`src/rtl/lc3_alu_seq_pkg.sv`:
```
// Shared definitions for the handshaked LC-3 ALU: op codes, FSM states and
// the condition-code helper.
package lc3_alu_seq_pkg;

  typedef enum logic [2:0] {
    OP_PASSA = 3'b000,
    OP_ADD   = 3'b001,
    OP_AND   = 3'b010,
    OP_NOT   = 3'b011,
    OP_SUB   = 3'b100,
    OP_SLL   = 3'b101,
    OP_SRA   = 3'b110,
    OP_MUL   = 3'b111
  } op_e;

  typedef enum logic [1:0] {
    S_IDLE = 2'd0,
    S_MUL  = 2'd1,
    S_DONE = 2'd2
  } state_e;

  localparam logic [2:0] CC_N = 3'b100;
  localparam logic [2:0] CC_Z = 3'b010;
  localparam logic [2:0] CC_P = 3'b001;

  // {N,Z,P}: exactly one bit set; zero takes priority over sign.
  function automatic logic [2:0] cc_of(input logic msb, input logic is_zero);
    if (is_zero) return CC_Z;
    if (msb) return CC_N;
    return CC_P;
  endfunction

endpackage

```
`src/rtl/lc3_alu_seq_if.sv`:
```
// Operation request / result handshake bundle between the register-file
// read side (master) and the ALU (slave).
interface lc3_alu_seq_if
  import lc3_alu_seq_pkg::*;
#(
  parameter int WIDTH     = 16,
  parameter int IMM_WIDTH = 5
);

  logic                 in_valid;
  logic                 in_ready;
  op_e                  op;
  logic                 imm_sel;
  logic [IMM_WIDTH-1:0] imm;
  logic [WIDTH-1:0]     ra;
  logic [WIDTH-1:0]     rb;
  logic                 out_valid;
  logic                 out_ready;
  logic [WIDTH-1:0]     out_data;
  logic [2:0]           out_cc;

  modport master (
    output in_valid, op, imm_sel, imm, ra, rb, out_ready,
    input  in_ready, out_valid, out_data, out_cc
  );

  modport slave (
    input  in_valid, op, imm_sel, imm, ra, rb, out_ready,
    output in_ready, out_valid, out_data, out_cc
  );

endinterface

```
`src/rtl/lc3_alu_seq_mult_iter.sv`:
```
// Iterative shift-add multiplier returning the low WIDTH bits of a*b.
// The first partial product is folded into the start cycle, so WIDTH steps end WIDTH-1 cycles later.
module lc3_alu_seq_mult_iter #(
  parameter int WIDTH = 16
) (
  input  logic             clk,
  input  logic             reset,
  input  logic             start,
  input  logic [WIDTH-1:0] a,
  input  logic [WIDTH-1:0] b,
  output logic             busy,
  output logic             done,
  output logic [WIDTH-1:0] product
);

  localparam int CW = $clog2(WIDTH) + 1;

  logic             busy_q, busy_d;
  logic [CW-1:0]    cnt_q, cnt_d;
  logic [WIDTH-1:0] acc_q, acc_d;
  logic [WIDTH-1:0] mcand_q, mcand_d;
  logic [WIDTH-1:0] mplier_q, mplier_d;

  always_comb begin
    busy_d   = busy_q;
    cnt_d    = cnt_q;
    acc_d    = acc_q;
    mcand_d  = mcand_q;
    mplier_d = mplier_q;
    if (start) begin
      busy_d   = 1'b1;
      cnt_d    = CW'(WIDTH - 1);
      acc_d    = b[0] ? a : '0;
      mcand_d  = a << 1;
      mplier_d = b >> 1;
    end else if (busy_q) begin
      if (cnt_q != '0) begin
        cnt_d    = cnt_q - CW'(1);
        acc_d    = mplier_q[0] ? acc_q + mcand_q : acc_q;
        mcand_d  = mcand_q << 1;
        mplier_d = mplier_q >> 1;
      end else begin
        busy_d = 1'b0;
      end
    end
  end

  always_ff @(posedge clk or posedge reset) begin
    if (reset) begin
      busy_q <= 1'b0;
      cnt_q  <= '0;
    end else begin
      busy_q <= busy_d;
      cnt_q  <= cnt_d;
    end
  end

  // Datapath needs no reset: it is only observed while busy_q qualifies it.
  always_ff @(posedge clk) begin
    acc_q    <= acc_d;
    mcand_q  <= mcand_d;
    mplier_q <= mplier_d;
  end

  assign busy    = busy_q;
  assign done    = busy_q && (cnt_q == '0);
  assign product = acc_q;

endmodule

```
`src/rtl/lc3_alu_seq.sv`:
```
// Handshaked LC-3 ALU: single-cycle ops resolve at accept, MUL runs through
// the iterative multiplier; result and NZP are held until the consumer takes them.
module lc3_alu_seq
  import lc3_alu_seq_pkg::*;
#(
  parameter int WIDTH     = 16,
  parameter int IMM_WIDTH = 5
) (
  input logic clk,
  input logic reset,
  lc3_alu_seq_if.slave bus
);

  localparam int SHW = $clog2(WIDTH);

  state_e                   state_q, state_d;
  logic [WIDTH-1:0]         out_data_q, out_data_d;
  logic                     out_valid_q, out_valid_d;
  logic signed [WIDTH-1:0]  a, b, imm_ext, alu_res;
  logic [SHW-1:0]           shamt;
  logic                     in_ready_w, accept, mul_start;
  logic                     mul_busy, mul_done;
  logic [WIDTH-1:0]         mul_prod;

  assign imm_ext = {{(WIDTH - IMM_WIDTH){bus.imm[IMM_WIDTH-1]}}, bus.imm};
  assign a       = bus.ra;
  assign b       = bus.imm_sel ? imm_ext : bus.rb;
  assign shamt   = b[SHW-1:0];

  always_comb begin
    alu_res = '0;
    case (bus.op)
      OP_PASSA: alu_res = a;
      OP_ADD:   alu_res = a + b;
      OP_AND:   alu_res = a & b;
      OP_NOT:   alu_res = ~a;
      OP_SUB:   alu_res = a - b;
      OP_SLL:   alu_res = a << shamt;
      OP_SRA:   alu_res = a >>> shamt;
      default:  alu_res = '0;
    endcase
  end

  // The busy term keeps a late multiplier from ever overlapping a new accept.
  assign in_ready_w = (state_q == S_IDLE) && !mul_busy;
  assign accept     = bus.in_valid && in_ready_w;

  always_comb begin
    state_d     = state_q;
    out_data_d  = out_data_q;
    out_valid_d = out_valid_q;
    mul_start   = 1'b0;
    case (state_q)
      S_IDLE: begin
        if (accept) begin
          if (bus.op == OP_MUL) begin
            mul_start = 1'b1;
            state_d   = S_MUL;
          end else begin
            out_data_d  = alu_res;
            out_valid_d = 1'b1;
            state_d     = S_DONE;
          end
        end
      end
      S_MUL: begin
        if (mul_done) begin
          out_data_d  = mul_prod;
          out_valid_d = 1'b1;
          state_d     = S_DONE;
        end
      end
      S_DONE: begin
        if (bus.out_ready) begin
          out_valid_d = 1'b0;
          state_d     = S_IDLE;
        end
      end
      default: state_d = S_IDLE;
    endcase
  end

  always_ff @(posedge clk or posedge reset) begin
    if (reset) begin
      state_q     <= S_IDLE;
      out_data_q  <= '0;
      out_valid_q <= 1'b0;
    end else begin
      state_q     <= state_d;
      out_data_q  <= out_data_d;
      out_valid_q <= out_valid_d;
    end
  end

  lc3_alu_seq_mult_iter #(.WIDTH(WIDTH)) u_mult (
    .clk     (clk),
    .reset   (reset),
    .start   (mul_start),
    .a       (a),
    .b       (b),
    .busy    (mul_busy),
    .done    (mul_done),
    .product (mul_prod)
  );

  assign bus.in_ready  = in_ready_w;
  assign bus.out_valid = out_valid_q;
  assign bus.out_data  = out_data_q;
  assign bus.out_cc    = cc_of(out_data_q[WIDTH-1], out_data_q == '0);

endmodule

```
`src/flat_wrapper.sv`:
```
// flat-port wrapper written by rule: the top's interface ports become plain ports
module lc3_alu_seq_flat import lc3_alu_seq_pkg::*;
#(
  parameter int WIDTH     = 16,
  parameter int IMM_WIDTH = 5
)
  (clk, reset, bus_in_valid, bus_op, bus_imm_sel, bus_imm, bus_ra, bus_rb, bus_out_ready, bus_in_ready, bus_out_valid, bus_out_data, bus_out_cc);
  lc3_alu_seq_if #(.WIDTH(WIDTH), .IMM_WIDTH(IMM_WIDTH)) bus_i ();
  input logic clk;
  input logic reset;
  input wire logic [$bits(bus_i.in_valid)-1:0] bus_in_valid;
  input wire logic [$bits(bus_i.op)-1:0] bus_op;
  input wire logic [$bits(bus_i.imm_sel)-1:0] bus_imm_sel;
  input wire logic [$bits(bus_i.imm)-1:0] bus_imm;
  input wire logic [$bits(bus_i.ra)-1:0] bus_ra;
  input wire logic [$bits(bus_i.rb)-1:0] bus_rb;
  input wire logic [$bits(bus_i.out_ready)-1:0] bus_out_ready;
  output wire logic [$bits(bus_i.in_ready)-1:0] bus_in_ready;
  output wire logic [$bits(bus_i.out_valid)-1:0] bus_out_valid;
  output wire logic [$bits(bus_i.out_data)-1:0] bus_out_data;
  output wire logic [$bits(bus_i.out_cc)-1:0] bus_out_cc;
  assign bus_i.in_valid = bus_in_valid;
  assign bus_i.op = bus_op;
  assign bus_i.imm_sel = bus_imm_sel;
  assign bus_i.imm = bus_imm;
  assign bus_i.ra = bus_ra;
  assign bus_i.rb = bus_rb;
  assign bus_i.out_ready = bus_out_ready;
  assign bus_in_ready = bus_i.in_ready;
  assign bus_out_valid = bus_i.out_valid;
  assign bus_out_data = bus_i.out_data;
  assign bus_out_cc = bus_i.out_cc;
  lc3_alu_seq #(.WIDTH(WIDTH), .IMM_WIDTH(IMM_WIDTH)) u_core (.clk(clk), .reset(reset), .bus(bus_i));
endmodule
```
`config.mk`:
```
export PLATFORM = sky130hd
export DESIGN_NAME = lc3_alu_seq_flat
export DESIGN_NICKNAME = d
export VERILOG_FILES = /design/src/rtl/lc3_alu_seq_pkg.sv /design/src/rtl/lc3_alu_seq_if.sv /design/src/rtl/lc3_alu_seq_mult_iter.sv /design/src/rtl/lc3_alu_seq.sv /design/src/flat_wrapper.sv
export SDC_FILE = /design/constraint.sdc
export NUM_CORES = 1
export LEC_CHECK = 0
export CAP_MARGIN = 20
export CORE_UTILIZATION = 35
export DETAILED_ROUTE_END_ITERATION = 8
export GPL_ROUTABILITY_DRIVEN = 0
export PLACE_DENSITY_LB_ADDON = 0.12
export SETUP_SLACK_MARGIN = 0.2
export SLEW_MARGIN = 20
export SYNTH_ARGS = -nofsm -noshare
export SYNTH_HDL_FRONTEND = slang
export SYNTH_SLANG_ARGS = --single-unit
```
`constraint.sdc`:
```
create_clock -name clk -period 3.5 [get_ports clk]
set_input_delay 0.525 -clock clk [delete_from_list [all_inputs] [get_ports clk]]
set_output_delay 0.525 -clock clk [all_outputs]
set_load 0.005 [all_outputs]
```
==> flow_metrics.env, run 1 <==
export IMPL_antenna_cells=0
export IMPL_cts_root_buf="clkbuf_16"
export IMPL_min_to="u_core.bus.out_data[7]$_DFFE_PP0P_"
export IMPL_peakVddDrop_mv=0.348
export IMPL_holdPathStages=2
export IMPL_min_from="u_core.bus.out_data[7]$_DFFE_PP0P_"
export IMPL_crit_family="simple AND/OR/NAND/NOR gates"
export IMPL_wl_mm=27.7
export IMPL_syn_avg_cell_area_um2=7.88
export IMPL_finalClockSkew_ns=0.00809
export IMPL_initial_core_util_pct=36.1
export IMPL_grt_ovfl_total=0
export IMPL_synth_mux_area_share_pct=9.10
export IMPL_placed_area_um2=9060
export IMPL_grt_max_degree=34
export IMPL_numCtsBuffers=9
export IMPL_worstPathCellList="dlygate4sd2_1 -> or4_4 -> buf_6 -> nor2_4 -> nor2_4 -> o21ai_4 -> xnor2_2 -> ha_4 -> a21oi_4 -> o21ai_2 -> buf_4 -> or4_4 -> nor3_1 -> a2111oi_2 -> o22ai_1"
export IMPL_grtUsageMet1_pct=36.0
export IMPL_die_y_um=144
export IMPL_post_route_min_period_ns=3.23
export IMPL_ys_warn_count=0
export IMPL_synth_common_cells="nand2_1, a21oi_1, nor2_1, o21ai_0, edfxtp_1"
export IMPL_cp_data_arrival_time_ns=3.50
export IMPL_synth_compound_area_share_pct=23.7
export IMPL_syn2layout_area_growth_pct=39.3
export IMPL_core_area_um2=19700
export IMPL_post_route_util_pct=50.3
export IMPL_dp_slack_ns=-0.822
export IMPL_grt_pass1_vias=7193
export IMPL_cts_max_level=3
export IMPL_dp_hpwl_mm=21.6
export IMPL_holdCritPathClass="flip-flop to flip-flop"
export IMPL_fmax_ghz=0.310
export IMPL_setup_slack_ns=0.272
export IMPL_rows=51
export IMPL_antenna_found_initial=1
export IMPL_synth_top_family_by_area="compound AO/OA/AOI/OAI gates"
export IMPL_r2r_start="u_core.u_mult.cnt_q[0]$_DFFE_PP0P_"
export IMPL_cp_max_fo=3
export IMPL_synthTopCellsByArea="edfxtp_1, dfrtp_1, nand2_1"
export IMPL_drc_errors=0
export IMPL_synth_top_area_cell="edfxtp_1"
export IMPL_setup_violations=0
export IMPL_synth_most_common_cell="nand2_1"
export IMPL_crit_type="input port to flip-flop"
export IMPL_synth_edf_count=46
export IMPL_crit_path_top_delay_cell="or4_4"
export IMPL_clock_latency_ns=0.36
export IMPL_required_ns=3.78
export IMPL_num_fill_cells=1953
export IMPL_synth_cell_types=73
export IMPL_cts_tree="built"
export IMPL_final_area_um2=9890
export IMPL_syn_area_um2=7100
export IMPL_synth_xor_area_share_pct=5.06
export IMPL_synth_main_ff_cell="edfxtp_1"
export IMPL_drtAntennaViolNets=0
export IMPL_post_drt_wl_per_cell_um=20.4
export IMPL_fin_crit_sh_pct=92.2
export IMPL_die_w_um=144
export IMPL_crit_buf_inv=3
export IMPL_yosys_area_share_simple_pct=21.9
export IMPL_seq_area_frac_synth_pct=28.3
export IMPL_track_usage_pct=27.2
export IMPL_io_pins=66
export IMPL_end_kind="flip-flop"
export IMPL_ff2ff_setup_slack_ns=0.73
export IMPL_portBuffers=65
export IMPL_drive_gt1_share_pct=25.7
export IMPL_drtIter0Drc=681
export IMPL_final_instance_count_excl_fill=1362
export IMPL_netlist_instances=901
export IMPL_p_leak_uw=0.00415
export IMPL_synth_net_count=982
export IMPL_maxCapViolCount=0
export IMPL_max_stage_delay_ns=0.52
export IMPL_reg2regPathDepth=9
export IMPL_synthAdderAreaFrac_pct=6.56
export IMPL_drv_slew=0
export IMPL_outcome="finished clean"
export IMPL_tightest_slew_ns=0.965
export IMPL_clk_path_buf_depth=2
export IMPL_reg2reg_to="u_core.bus.out_data[10]$_DFFE_PP0P_"
export IMPL_viasPerCell=5.66
export IMPL_rsz0062_at_grt="false"
export IMPL_clk_pin_slew_ns=0.06
export IMPL_drt_first_pass_iters=6
export IMPL_placed_cells=1323
export IMPL_hold_viol_final=0
export IMPL_power_density_nw_per_um2=657
export IMPL_ys_ff_latch=71
export IMPL_synth_top_area_share_pct=19.5
export IMPL_dieArea_um2=20900
export IMPL_grt_busiest_layer="met2"
export IMPL_slew_headroom_pct=35.5
export IMPL_cp_start_kind="input port"
export IMPL_final_nets=1173
export IMPL_grt_pass1_wl_mm=41.7
export IMPL_synth_async_sr_flop_share_pct=35.2
export IMPL_clock_sinks=71
export IMPL_vias=7715
export IMPL_met3_usage_pct=6.46
export IMPL_grt_use_met2_pct=42.8
-- area by class of cell --
cell class	count	area [um2]	area share [%]
Multi-Input combinational cell	740	5110	51.7
Clock inverter	6	55.1	0.557
Clock buffer	10	250	2.53
Inverter	25	101	1.03
Tap cell	265	332	3.35
Timing Repair Buffer	245	2030	20.6
Sequential cell	71	2010	20.3
-- sequential cells by signal, indices dropped and copies added, names as in the netlist --
name	cells
u_core.u_mult.mplier_q	15
u_core.state_q	2
u_core.bus.out_data	16
u_core.u_mult.cnt_q	5
u_core.bus.out_valid	1
u_core.u_mult.mcand_q	15
u_core.u_mult.product	16
u_core.u_mult.busy	1
-- per-stage QoR --
stage	power (uW)	hold slack [ns]	setup TNS, ns
finish	6490	0.531	0
global route	6960	0.554	0
CTS	6390	0.524	0
detailed placement	5370	0.511	-8.12
global placement	5330	0.497	-7.55
floorplan	4070	0.490	-0.589
-- tightest hold or removal path: stages, from the launching register on --
cell	delay [ns]
dfrtp_1	0.37
nand2_1	0.06
nand3_1	0.06
-- cells in the final DEF (no fill, tap or decap), types with 19 or more instances in the layout --
cell type / count
nor3_1: 19
a21oi_1: 81
clkdlybuf4s50_1: 48
ha_1: 31
o21ai_0: 58
buf_4: 168
xnor2_1: 24
nand2_1: 138
edfxtp_1: 46
mux2i_1: 31
a31oi_1: 22
inv_1: 21
nand3_1: 28
dfrtp_1: 25
nor2_1: 76
-- worst max path at each step --
stage                      from                                   to  slack [ns]  cells after the start
floorplan           bus_imm_sel  u_core.bus.out_data[12]$_DFFE_PP0P_       -0.25                     16
global placement    bus_imm_sel   u_core.bus.out_data[4]$_DFFE_PP0P_       -0.77                     14
detailed placement  bus_imm_sel  u_core.bus.out_data[12]$_DFFE_PP0P_       -0.82                     16
CTS                  bus_imm[4]  u_core.bus.out_data[12]$_DFFE_PP0P_        0.09                     15
global route          bus_rb[3]  u_core.bus.out_data[10]$_DFFE_PP0P_        0.14                     16
finish                bus_rb[7]  u_core.bus.out_data[14]$_DFFE_PP0P_        0.27                     15
-- power by group --
part / switching [uW] / total, uW / internal [uW]
Combinational: 1910 / 3580 / 1670
Sequential: 395 / 1960 / 1560
Clock: 414 / 953 / 539
Total: 2720 / 6490 / 3770
-- layer usage --
layer  part of all wire (%)  vias up
li1                       -     3725
met1                     44     3621
met2                     45      304
met3                    7.5       65
met4                    3.6        0
met5                      0        -
-- timing repair --
action                                  CTS  global route
pin swaps                                20            40
setup buffers                            10            13
gates resized for setup                  47            71
hold buffers                              0             0
endpoints found under the setup margin   14            12
-- logic make-up after synthesis --
logic type	Yosys count
DFF	71
xor gates and xnor gates	41
muxes	49
adders and majority gates	36
buffers and inverters	90
and+or+nand+nor	339
AOI/OAI and AO/OA	275
No activity file was read; power rests on OpenSTA's default activity.
==> run 2: changes to the inputs <==
Settings changed: PLACE_DENSITY set to 0.65, PLACE_DENSITY_LB_ADDON 0.12 to unset.
==> run 2 against run 1 <==
Against the previous run:
- cell count down 1.2%
- worst hold slack got worse by 0.10 ns
- sequential power is essentially flat
- clock skew increased by 0.0048 ns
- critical path type unchanged
- count of clock-buffer cells in the layout rose by 1
- total power rose by 0.67%
- combinational power barely moved
- clock power up 4.5%
- routed wire length is 1.8% lower
- die area did not move
- global-route usage shrank 0.51 points
==> flow_metrics.env, run 2 (synthesized netlist as in run 1, its figures left out) <==
export IMPL_finalClockSkew_ns=0.0129
export IMPL_rsz0062_at_grt="true"
export IMPL_syn2layout_area_growth_pct=36.6
export IMPL_multi_input_area_um2=5010
export IMPL_cts_tree="built"
export IMPL_cp_start_kind="input port"
export IMPL_p_leak_uw=0.00404
export IMPL_drc_errors=0
export IMPL_final_nets=1157
export IMPL_final_common_cell="buf_4"
export IMPL_core_area_um2=19700
export IMPL_grt_pass1_wl_mm=42.1
export IMPL_grt_max_degree=50
export IMPL_antenna_found_initial=0
export IMPL_post_drt_wl_per_cell_um=20.2
export IMPL_power_density_nw_per_um2=674
export IMPL_register_area_um2=2010
export IMPL_clock_latency_ns=0.35
export IMPL_fmax_ghz=0.306
export IMPL_tightest_slew_ns=0.632
export IMPL_cts_root_buf="clkbuf_16"
export IMPL_num_fill_cells=1928
export IMPL_setup_violations=0
export IMPL_reg2regPathDepth=10
export IMPL_antenna_cells=0
export IMPL_slew_headroom_pct=57.7
export IMPL_drtIter0Drc=896
export IMPL_io_pins=66
export IMPL_drt_first_pass_iters=7
export IMPL_rows=51
export IMPL_fin_crit_sh_pct=93.4
export IMPL_layout_common_cells="buf_4, nand2_1, a21oi_1, nor2_1, o21ai_0"
export IMPL_hold_worst_slack_ns=0.431
export IMPL_initial_core_util_pct=36.1
export IMPL_peakVddDrop_mv=0.324
export IMPL_required_ns=3.72
export IMPL_wl_mm=27.2
export IMPL_dieArea_um2=20900
export IMPL_reg2reg_to="u_core.u_mult.product[15]$_DFFE_PP_"
export IMPL_die_y_um=144
export IMPL_drtAntennaViolNets=0
export IMPL_cts_max_level=3
export IMPL_numCtsBuffers=9
export IMPL_clock_sinks=71
export IMPL_ff2ff_setup_slack_ns=0.58
export IMPL_crit_type="input port to flip-flop"
export IMPL_die_w_um=144
export IMPL_vias=7999
export IMPL_hold_viol_final=0
export IMPL_clk_pin_slew_ns=0.07
export IMPL_cp_data_arrival_time_ns=3.49
export IMPL_grt_ovfl_total=0
export IMPL_dp_hpwl_mm=20.7
export IMPL_post_route_min_period_ns=3.27
export IMPL_post_route_util_pct=49.3
export IMPL_end_kind="flip-flop"
export IMPL_track_usage_pct=26.7
export IMPL_r2r_start="u_core.u_mult.product[1]$_DFFE_PP_"
export IMPL_cp_max_fo=3
export IMPL_portBuffers=65
export IMPL_postCtsHoldBufs=0
export IMPL_holdCritPathClass="input port to asynchronous set/reset pin"
export IMPL_maxCapViolCount=0
export IMPL_viasPerCell=5.94
export IMPL_drv_slew=0
export IMPL_grt_pass1_vias=7561
export IMPL_drive_gt1_share_pct=23.2
export IMPL_clk_path_buf_depth=2
export IMPL_outcome="finished clean"
[run 2: power breakdown]
part | switching, uW | total, uW | internal (uW)
clock | 395 | 996 | 601
combinational | 1980 | 3610 | 1640
sequential | 363 | 1930 | 1560
total | 2740 | 6530 | 3800
[run 2: layer usage]
metal | wire length [um] | GRT usage [%] | share of wire [%]
met1 | 11400 | 35.1 | 42
met2 | 12200 | 42.4 | 45
met3 | 2470 | 5.60 | 9.1
met4 | 1220 | 10.9 | 4.5
met5 | 0 | 0 | 0
[run 2: layout make-up]
type / count / area share, %
Clock buffer: 11 / 2.62
Sequential cell: 71 / 20.7
Tap cell: 265 / 3.42
Multi-Input combinational cell: 740 / 51.7
Clock inverter: 5 / 0.645
Inverter: 25 / 1.05
Timing Repair Buffer: 229 / 19.9
[run 2: through the flow]
step / setup TNS (ns) / area [um2] / worst slack (ns) / cells / total power, uW
after floorplan: -0.589 / 7210 / -0.248 / 901 / 4070
after global placement: -5.70 / 8980 / -0.616 / 1311 / 5260
after detailed placement: -5.98 / 8980 / -0.668 / 1311 / 5360
after CTS: 0 / 9510 / 0.201 / 1342 / 6420
after global routing: 0 / 9700 / 0.0379 / 1346 / 6970
final: 0 / 9700 / 0.233 / 1346 / 6530
[run 2: critical path: stages]
cell	delay, ns
dlygate4sd2_1	0.24
or4_4	0.57
buf_6	0.14
nor2_1	0.10
nor2_1	0.06
o21ai_2	0.17
xnor2_2	0.16
ha_4	0.25
a21oi_4	0.17
o21ai_2	0.08
and4b_1	0.18
or4_1	0.53
nor4b_2	0.23
o21ai_1	0.08
[run 2: worst max path at each step]
| stage | start | endpoint | slack (ns) | cells after the start |
|---|---|---|---|---|
| after detailed placement | bus_imm_sel | u_core.bus.out_data[10]$_DFFE_PP0P_ | -0.67 | 16 |
| final | bus_rb[6] | u_core.bus.out_data[12]$_DFFE_PP0P_ | 0.23 | 14 |
| after global placement | bus_imm_sel | u_core.bus.out_data[10]$_DFFE_PP0P_ | -0.62 | 16 |
| after global routing | bus_imm_sel | u_core.bus.out_data[14]$_DFFE_PP0P_ | 0.04 | 18 |
| after CTS | bus_op[2] | u_core.bus.out_data[12]$_DFFE_PP0P_ | 0.20 | 13 |
| after floorplan | bus_imm_sel | u_core.bus.out_data[12]$_DFFE_PP0P_ | -0.25 | 16 |
[run 2: what timing repair did]
item / in CTS / in global routing
cloned: 1 / 0
pin swaps: 38 / 29
setup endpoints to repair: 11 / 13
setup buffers: 14 / 3
gates resized for setup: 45 / 37
